### src/rtl/exmem_skid_stage.sv
// EX/MEM two-entry skid stage with load/store lane steering and redirect decode.
// in_ready is registered so upstream never sees a combinational path from out_ready.
module exmem_skid_stage #(
    parameter int XLEN   = 32,
    parameter int CTRL_W = 64,
    parameter int CNT_W  = 32
) (
    input  logic              clk,
    input  logic              rst,
    input  logic              in_valid,
    output logic              in_ready,
    input  logic [XLEN-1:0]   in_alu,
    input  logic [XLEN-1:0]   in_rs2,
    input  logic [XLEN-1:0]   in_pc,
    input  logic [2:0]        in_funct3,
    input  logic [2:0]        in_kind,
    input  logic              in_cmp,
    input  logic [CTRL_W-1:0] in_ctrl,
    input  logic              flush,
    output logic              out_valid,
    input  logic              out_ready,
    output logic [XLEN-1:0]   out_alu,
    output logic [XLEN-1:0]   out_pc,
    output logic [CTRL_W-1:0] out_ctrl,
    output logic [2:0]        out_kind,
    output logic [2:0]        out_funct3,
    output logic [XLEN/8-1:0] out_mbe,
    output logic [XLEN-1:0]   out_wdata,
    output logic              out_misalign,
    output logic              out_redirect,
    output logic [XLEN-1:0]   out_target,
    output logic [CNT_W-1:0]  stall_cnt
);
    localparam int MB = XLEN / 8;
    localparam int OW = $clog2(MB);

    localparam logic [2:0] K_LOAD   = 3'd1;
    localparam logic [2:0] K_STORE  = 3'd2;
    localparam logic [2:0] K_BRANCH = 3'd3;
    localparam logic [2:0] K_JAL    = 3'd4;
    localparam logic [2:0] K_JALR   = 3'd5;

    typedef struct packed {
        logic [XLEN-1:0]   alu;
        logic [XLEN-1:0]   rs2;
        logic [XLEN-1:0]   pc;
        logic [2:0]        funct3;
        logic [2:0]        kind;
        logic              cmp;
        logic [CTRL_W-1:0] ctrl;
    } entry_t;

    entry_t r_head, r_skid, w_in;
    logic   r_head_v, r_skid_v, r_in_ready;
    logic   w_acc, w_pop, w_head_v_nxt, w_skid_v_nxt;

    assign w_in  = '{alu: in_alu, rs2: in_rs2, pc: in_pc,
                     funct3: in_funct3, kind: in_kind,
                     cmp: in_cmp, ctrl: in_ctrl};
    assign w_acc = in_valid && r_in_ready;
    assign w_pop = r_head_v && out_ready;

    always_comb begin
        w_head_v_nxt = r_head_v;
        w_skid_v_nxt = r_skid_v;
        if (flush) begin
            w_head_v_nxt = 1'b0;
            w_skid_v_nxt = 1'b0;
        end else begin
            case ({r_head_v, r_skid_v})
                2'b00: if (w_acc) w_head_v_nxt = 1'b1;
                2'b10: begin
                    if (w_acc && !w_pop)
                        w_skid_v_nxt = 1'b1;
                    else if (!w_acc && w_pop)
                        w_head_v_nxt = 1'b0;
                end
                2'b11: if (w_pop) w_skid_v_nxt = 1'b0;
                default: ;
            endcase
        end
    end

    always_ff @(posedge clk) begin
        if (rst) begin
            r_head_v   <= 1'b0;
            r_skid_v   <= 1'b0;
            r_in_ready <= 1'b1;
            r_head     <= '0;
            r_skid     <= '0;
            stall_cnt  <= '0;
        end else begin
            r_head_v   <= w_head_v_nxt;
            r_skid_v   <= w_skid_v_nxt;
            r_in_ready <= !w_skid_v_nxt;
            if (!flush) begin
                if (w_pop && r_skid_v)
                    r_head <= r_skid;
                else if (w_acc && (!r_head_v || w_pop))
                    r_head <= w_in;
                if (w_acc && r_head_v && !w_pop)
                    r_skid <= w_in;
                if (r_head_v && !out_ready && !(&stall_cnt))
                    stall_cnt <= stall_cnt + {{(CNT_W-1){1'b0}}, 1'b1};
            end
        end
    end

    assign in_ready   = r_in_ready;
    assign out_valid  = r_head_v;
    assign out_alu    = r_head.alu;
    assign out_pc     = r_head.pc;
    assign out_ctrl   = r_head.ctrl;
    assign out_kind   = r_head.kind;
    assign out_funct3 = r_head.funct3;

    logic [OW-1:0] w_off, w_alm;
    logic [MB-1:0] w_mask;
    logic          w_is_ls, w_bad;

    assign w_off   = r_head.alu[OW-1:0];
    assign w_is_ls = (r_head.kind == K_LOAD) || (r_head.kind == K_STORE);

    always_comb begin
        case (r_head.funct3[1:0])
            2'd0:    begin w_mask = MB'(8'h01); w_alm = OW'(0); end
            2'd1:    begin w_mask = MB'(8'h03); w_alm = OW'(1); end
            2'd2:    begin w_mask = MB'(8'h0F); w_alm = OW'(3); end
            default: begin w_mask = MB'(8'hFF); w_alm = OW'(7); end
        endcase
        // Doubleword access has no legal encoding on a 32-bit datapath
        w_bad = ((r_head.funct3[1:0] == 2'd3) && (XLEN == 32))
             || ((w_off & w_alm) != '0);
    end

    always_comb begin
        out_mbe      = '0;
        out_wdata    = '0;
        out_misalign = 1'b0;
        out_redirect = 1'b0;
        out_target   = '0;
        if (r_head_v) begin
            if (w_is_ls)
                out_mbe = w_bad ? '0 : (w_mask << w_off);
            else
                out_mbe = '1;
            out_misalign = w_is_ls && w_bad;
            out_wdata = (r_head.kind == K_STORE)
                      ? (r_head.rs2 << {w_off, 3'b000}) : r_head.rs2;
            if (r_head.kind == K_BRANCH)
                out_redirect = r_head.cmp;
            else
                out_redirect = (r_head.kind == K_JAL) || (r_head.kind == K_JALR);
            out_target = {r_head.alu[XLEN-1:1],
                          r_head.alu[0] && (r_head.kind != K_JALR)};
        end
    end
endmodule

### config.mk
export PLATFORM = sky130hd
export DESIGN_NAME = exmem_skid_stage
export DESIGN_NICKNAME = d
export VERILOG_FILES = /design/src/rtl/exmem_skid_stage.sv
export SDC_FILE = /design/constraint.sdc
export NUM_CORES = 1
export LEC_CHECK = 0
export ABC_AREA = 1
export BUFFER_PORTS_ARGS = -buffer_cell sky130_fd_sc_hd__buf_2
export CELL_PAD_IN_SITES_DETAIL_PLACEMENT = 0
export CELL_PAD_IN_SITES_GLOBAL_PLACEMENT = 2
export CORE_MARGIN = 3
export CORE_UTILIZATION = 26
export CTS_CLUSTER_DIAMETER = 50
export DETAILED_ROUTE_END_ITERATION = 6
export HOLD_SLACK_MARGIN = 0.06
export PLACE_DENSITY_LB_ADDON = 0.05
export SLEW_MARGIN = 20
export SYNTH_ARGS = -nofsm -noshare
export SYNTH_HDL_FRONTEND = slang
export SYNTH_SLANG_ARGS = --single-unit
### constraint.sdc
create_clock -name clk -period 1.6 [get_ports clk]
set_input_delay 0.32 -clock clk [delete_from_list [all_inputs] [get_ports clk]]
set_output_delay 0.32 -clock clk [all_outputs]
set_load 0.03 [all_outputs]
==> flow_metrics.py <==
metrics = {
    "clock_tree": {
        "cts_tree": "done",
        "clockBufferDepth": 3,
        "worst_skew_pair_latency_ns": 0.58,
        "cts_made_buffers": 66,
        "clkSlewWorstSetupHoldPaths_ns": 0.05,
        "cts-htree-levels": 3,
        "clock_sinks": 369,
        "cts_root_buf": "clkbuf_16",
    },
    "timing": {
        "timing.final.ws_setup_ns": -0.726,
        "relative_slew_slack_pct": 70.3,
        "worst_hold_slack_ns": 0.0931,
        "period_utilization_post_route_pct": 145,
        "period_needed_ns": 2.33,
        "fin_setup_tns_ns": -87.88,
        "worstMarginPinSlew_ns": 0.446,
        "timing.final.setup_violations": 314,
        "max_transition_viols_final": 0,
        "clock.fmax_mhz": 430,
        "finClkSkew_ns": 0.0180,
        "setup_repair_after_global_routing_missed_its_margin": "yes",
        "timing_hold_violations_final": 0,
    },
    "final_layout": {
        "antenna_cells_inserted": 0,
        "area_added_between_synthesis_and_finish_pct": 79.8,
        "multi_input_area_sq_um": 10200,
        "final_nets": 3342,
        "layout.filler_cells": 6388,
        "fraction_of_layout_instances_using_a_drive_strength_above_1_pct": 43.8,
        "stdcell_area_sq_um": 30900,
        "ff_latch_area_sq_um": 7450,
    },
    "run_status": {
        "failed_checks": "setup timing",
        "status": "finished, violations left",
    },
    "setup_path": {
        "critPathLaunch": "out_kind[1]",
        "timing.critical_path.slowest_cell_delay_ns": 0.33,
        "worst-r2r-cell-count": 14,
        "r2r-end": "out_alu[31]",
        "path_class": "reg -> out",
        "cpMostUsedCell": "buf_12",
        "cell_type_of_the_slowest_stage_on_the_worst_timing_path": "dfxtp_2",
        "critical_path.cell_chain": "inv_2 -> nor3_4 -> inv_4 -> o21ai_4 -> buf_12 -> buf_12 -> nor2_4 -> buf_6",
        "cp-end-kind": "primary output",
        "cp.required_ns": 1.28,
        "rr_startpoint": "out_valid",
        "endpoint": "out_wdata[6]",
        "critPathLaunchType": "flop",
        "critical_path.max_fanout": 7,
        "timing.critical_path.arrival_ns": 2.01,
        "r2r_slack_ns": -0.36,
    },
    "yosys": {
        "netlist_area_sq_um": 17200,
        "synth.distinct_cells": 30,
        "postSynth.topFlopCell": "dfxtp_1",
        "synth-seq-cells": 369,
        "synth-edff-count": 0,
        "async_flop_share_pct": 0,
        "synth_cells": 2516,
        "synth_nets": 2689,
        "syn-mean-instance-area_sq_um": 6.83,
        "ys.warnings.count": 0,
        "yosysSeqAreaShare_pct": 43.0,
    },
    "placement": {
        "gp_congestion": 0.835,
        "post-place-ws_ns": -0.137,
        "area_after_detailed_placement_sq_um": 20900,
        "io_buffer_count": 409,
        "detailed_place_hpwl_microns": 45800,
    },
    "detailed_routing": {
        "antenna_violating_nets_left": 0,
        "wl_per_cell_microns": 19.3,
        "remaining_drc_errors": 0,
        "vias": 19000,
        "drt-total-wl_microns": 78700,
        "first_pass_iters": 5,
        "detailed_route_vias_per_instance": 4.66,
        "dr.first_iter.drc_count": 835,
    },
    "floorplanning": {
        "coreArea_sq_um": 64900,
        "dieWidth_microns": 263,
        "fp.dieH_microns": 263,
        "num_rows": 93,
        "initial_utilization_pct": 26.5,
        "die_area_sq_um": 69200,
        "top_level_ports": 410,
    },
    "power": {
        "pd_cells_nw_per_um2": 927,
        "report.power.total_uw": 28700,
        "ir_drop_mv": 0.687,
        "leakagePower_uw": 0.0132,
    },
    "hold_path": {
        "hold_class": "in -> reg",
    },
    "grt": {
        "grt_pass1_vias": 18300,
        "antenna_found_initial": 3,
        "grt_pass1_wl_microns": 112000,
        "track_usage_pct": 20.7,
        "grt_start_max_net_pins": 64,
        "overflow": 0,
    },
    "run": {
        "max_cap_viol_count": 0,
    },
}
[cells in the mapped netlist (8+ instances only)]
| master | n | share of area, % |
|---|---|---|
| nor2_1 | 562 | 12 |
| nand2_1 | 414 | 9.0 |
| dfxtp_1 | 369 | 43 |
| a21oi_1 | 257 | 7.5 |
| o21ai_0 | 222 | 6.5 |
| inv_1 | 153 | 3.3 |
| buf_4 | 138 | 6.0 |
| clkbuf_1 | 119 | 2.6 |
| o21ai_1 | 93 | 2.7 |
| o211ai_1 | 59 | 2.6 |
| buf_2 | 44 | 1.3 |
| nand3_1 | 26 | 0.76 |
| nand4_1 | 14 | 0.51 |
| o22ai_1 | 9 | 0.33 |
| xor2_1 | 8 | 0.41 |
[cell usage in the layout (no fill, tap or decap), drive strengths merged, types with 2 or more instances in the layout]
cell and count:
o22ai 9, bufbuf 4, a21oi 257, nor3 4
dlygate4sd3 154, or2 2, buf 710, nand2 415
inv 164, xnor2 5, clkinv 14, o21ai 315
o211ai 59, nor2 564, nand3 26, bufinv 10
clkbuf 108, nand4 14, clkinvlp 2, dfxtp 369
xor2 8
[registers in the layout, indices dropped and copies added, names as in the netlist, 3 cells and up]
signal,cells
r_skid,167
out_ctrl,64
r_head,33
out_alu,32
out_pc,32
stall_cnt,32
out_funct3,3
out_kind,3
[metal layers]
layer | global-route usage, % | wire length [microns]
met1 | 26.8 | 35300
met2 | 35.0 | 37900
met3 | 4.36 | 3550
met4 | 5.59 | 1980
met5 | 0 | 13
[final cells by class]
cell class                 count  share of cell area [%]
sequential                   369                    24.1
clock buffer                  89                    6.18
tap                          855                    3.46
timing repair buffer         887                    29.6
multi-input combinational   1683                    32.9
inverter                     159                    2.21
timing repair inverter         3                   0.215
clock inverter                28                    1.39
[worst max-delay path: cells and delay by family (launching register included)]
family / cells / cell delay, ns
AOI/OAI and AO/OA: 1 / 0.26
buffers and inverters: 5 / 0.57
DFF: 1 / 0.33
and+or+nand+nor: 2 / 0.26
[per-stage QoR]
stage,instances,utilization (%)
finish,4073,47.6
global route,4073,47.6
CTS,4027,43.2
detailed placement,3647,32.2
global placement,3647,32.2
floorplan,2516,-
[worst min-delay path by stage]
stage | from | end | slack (ns) | cells past startpoint
after detailed placement | r_skid[151] | r_skid[151] | 0.44 | 2
after CTS | in_rs2[18] | r_skid[121] | 0.06 | 3
after floorplan | r_skid[115] | r_skid[115] | 0.43 | 2
after global routing | in_rs2[20] | r_skid[123] | 0.09 | 3
after global placement | r_skid[158] | r_skid[158] | 0.44 | 2
final | in_rs2[18] | r_skid[121] | 0.09 | 3
[kinds of logic after synthesis]
kind of cell,Yosys count,synth area share (%)
AOI/OAI and AO/OA,642,19.7
xor gates and xnor gates,13,0.663
adders and majority gates,1,0.0728
buffers and inverters,464,13.5
DFF,369,43.0
and+or+nand+nor,1027,23.1
[what timing repair did]
| action | CTS | global route |
|---|---|---|
| gates resized for setup | 399 | 677 |
| gates cloned | 49 | 23 |
| hold endpoints to repair | 273 | 0 |
| hold buffers | 154 | 0 |
| setup buffers | 65 | 43 |
| endpoints found under the setup margin | 404 | 450 |
| pin swaps | 53 | 159 |
[power breakdown]
group	total (uW)	switching (uW)	leakage, uW	internal (uW)
clock network	15000	5060	0.00115	9980
registers	9690	222	0.00301	9470
logic	3920	2120	0.00905	1810
(Power assumes the default switching activity.)
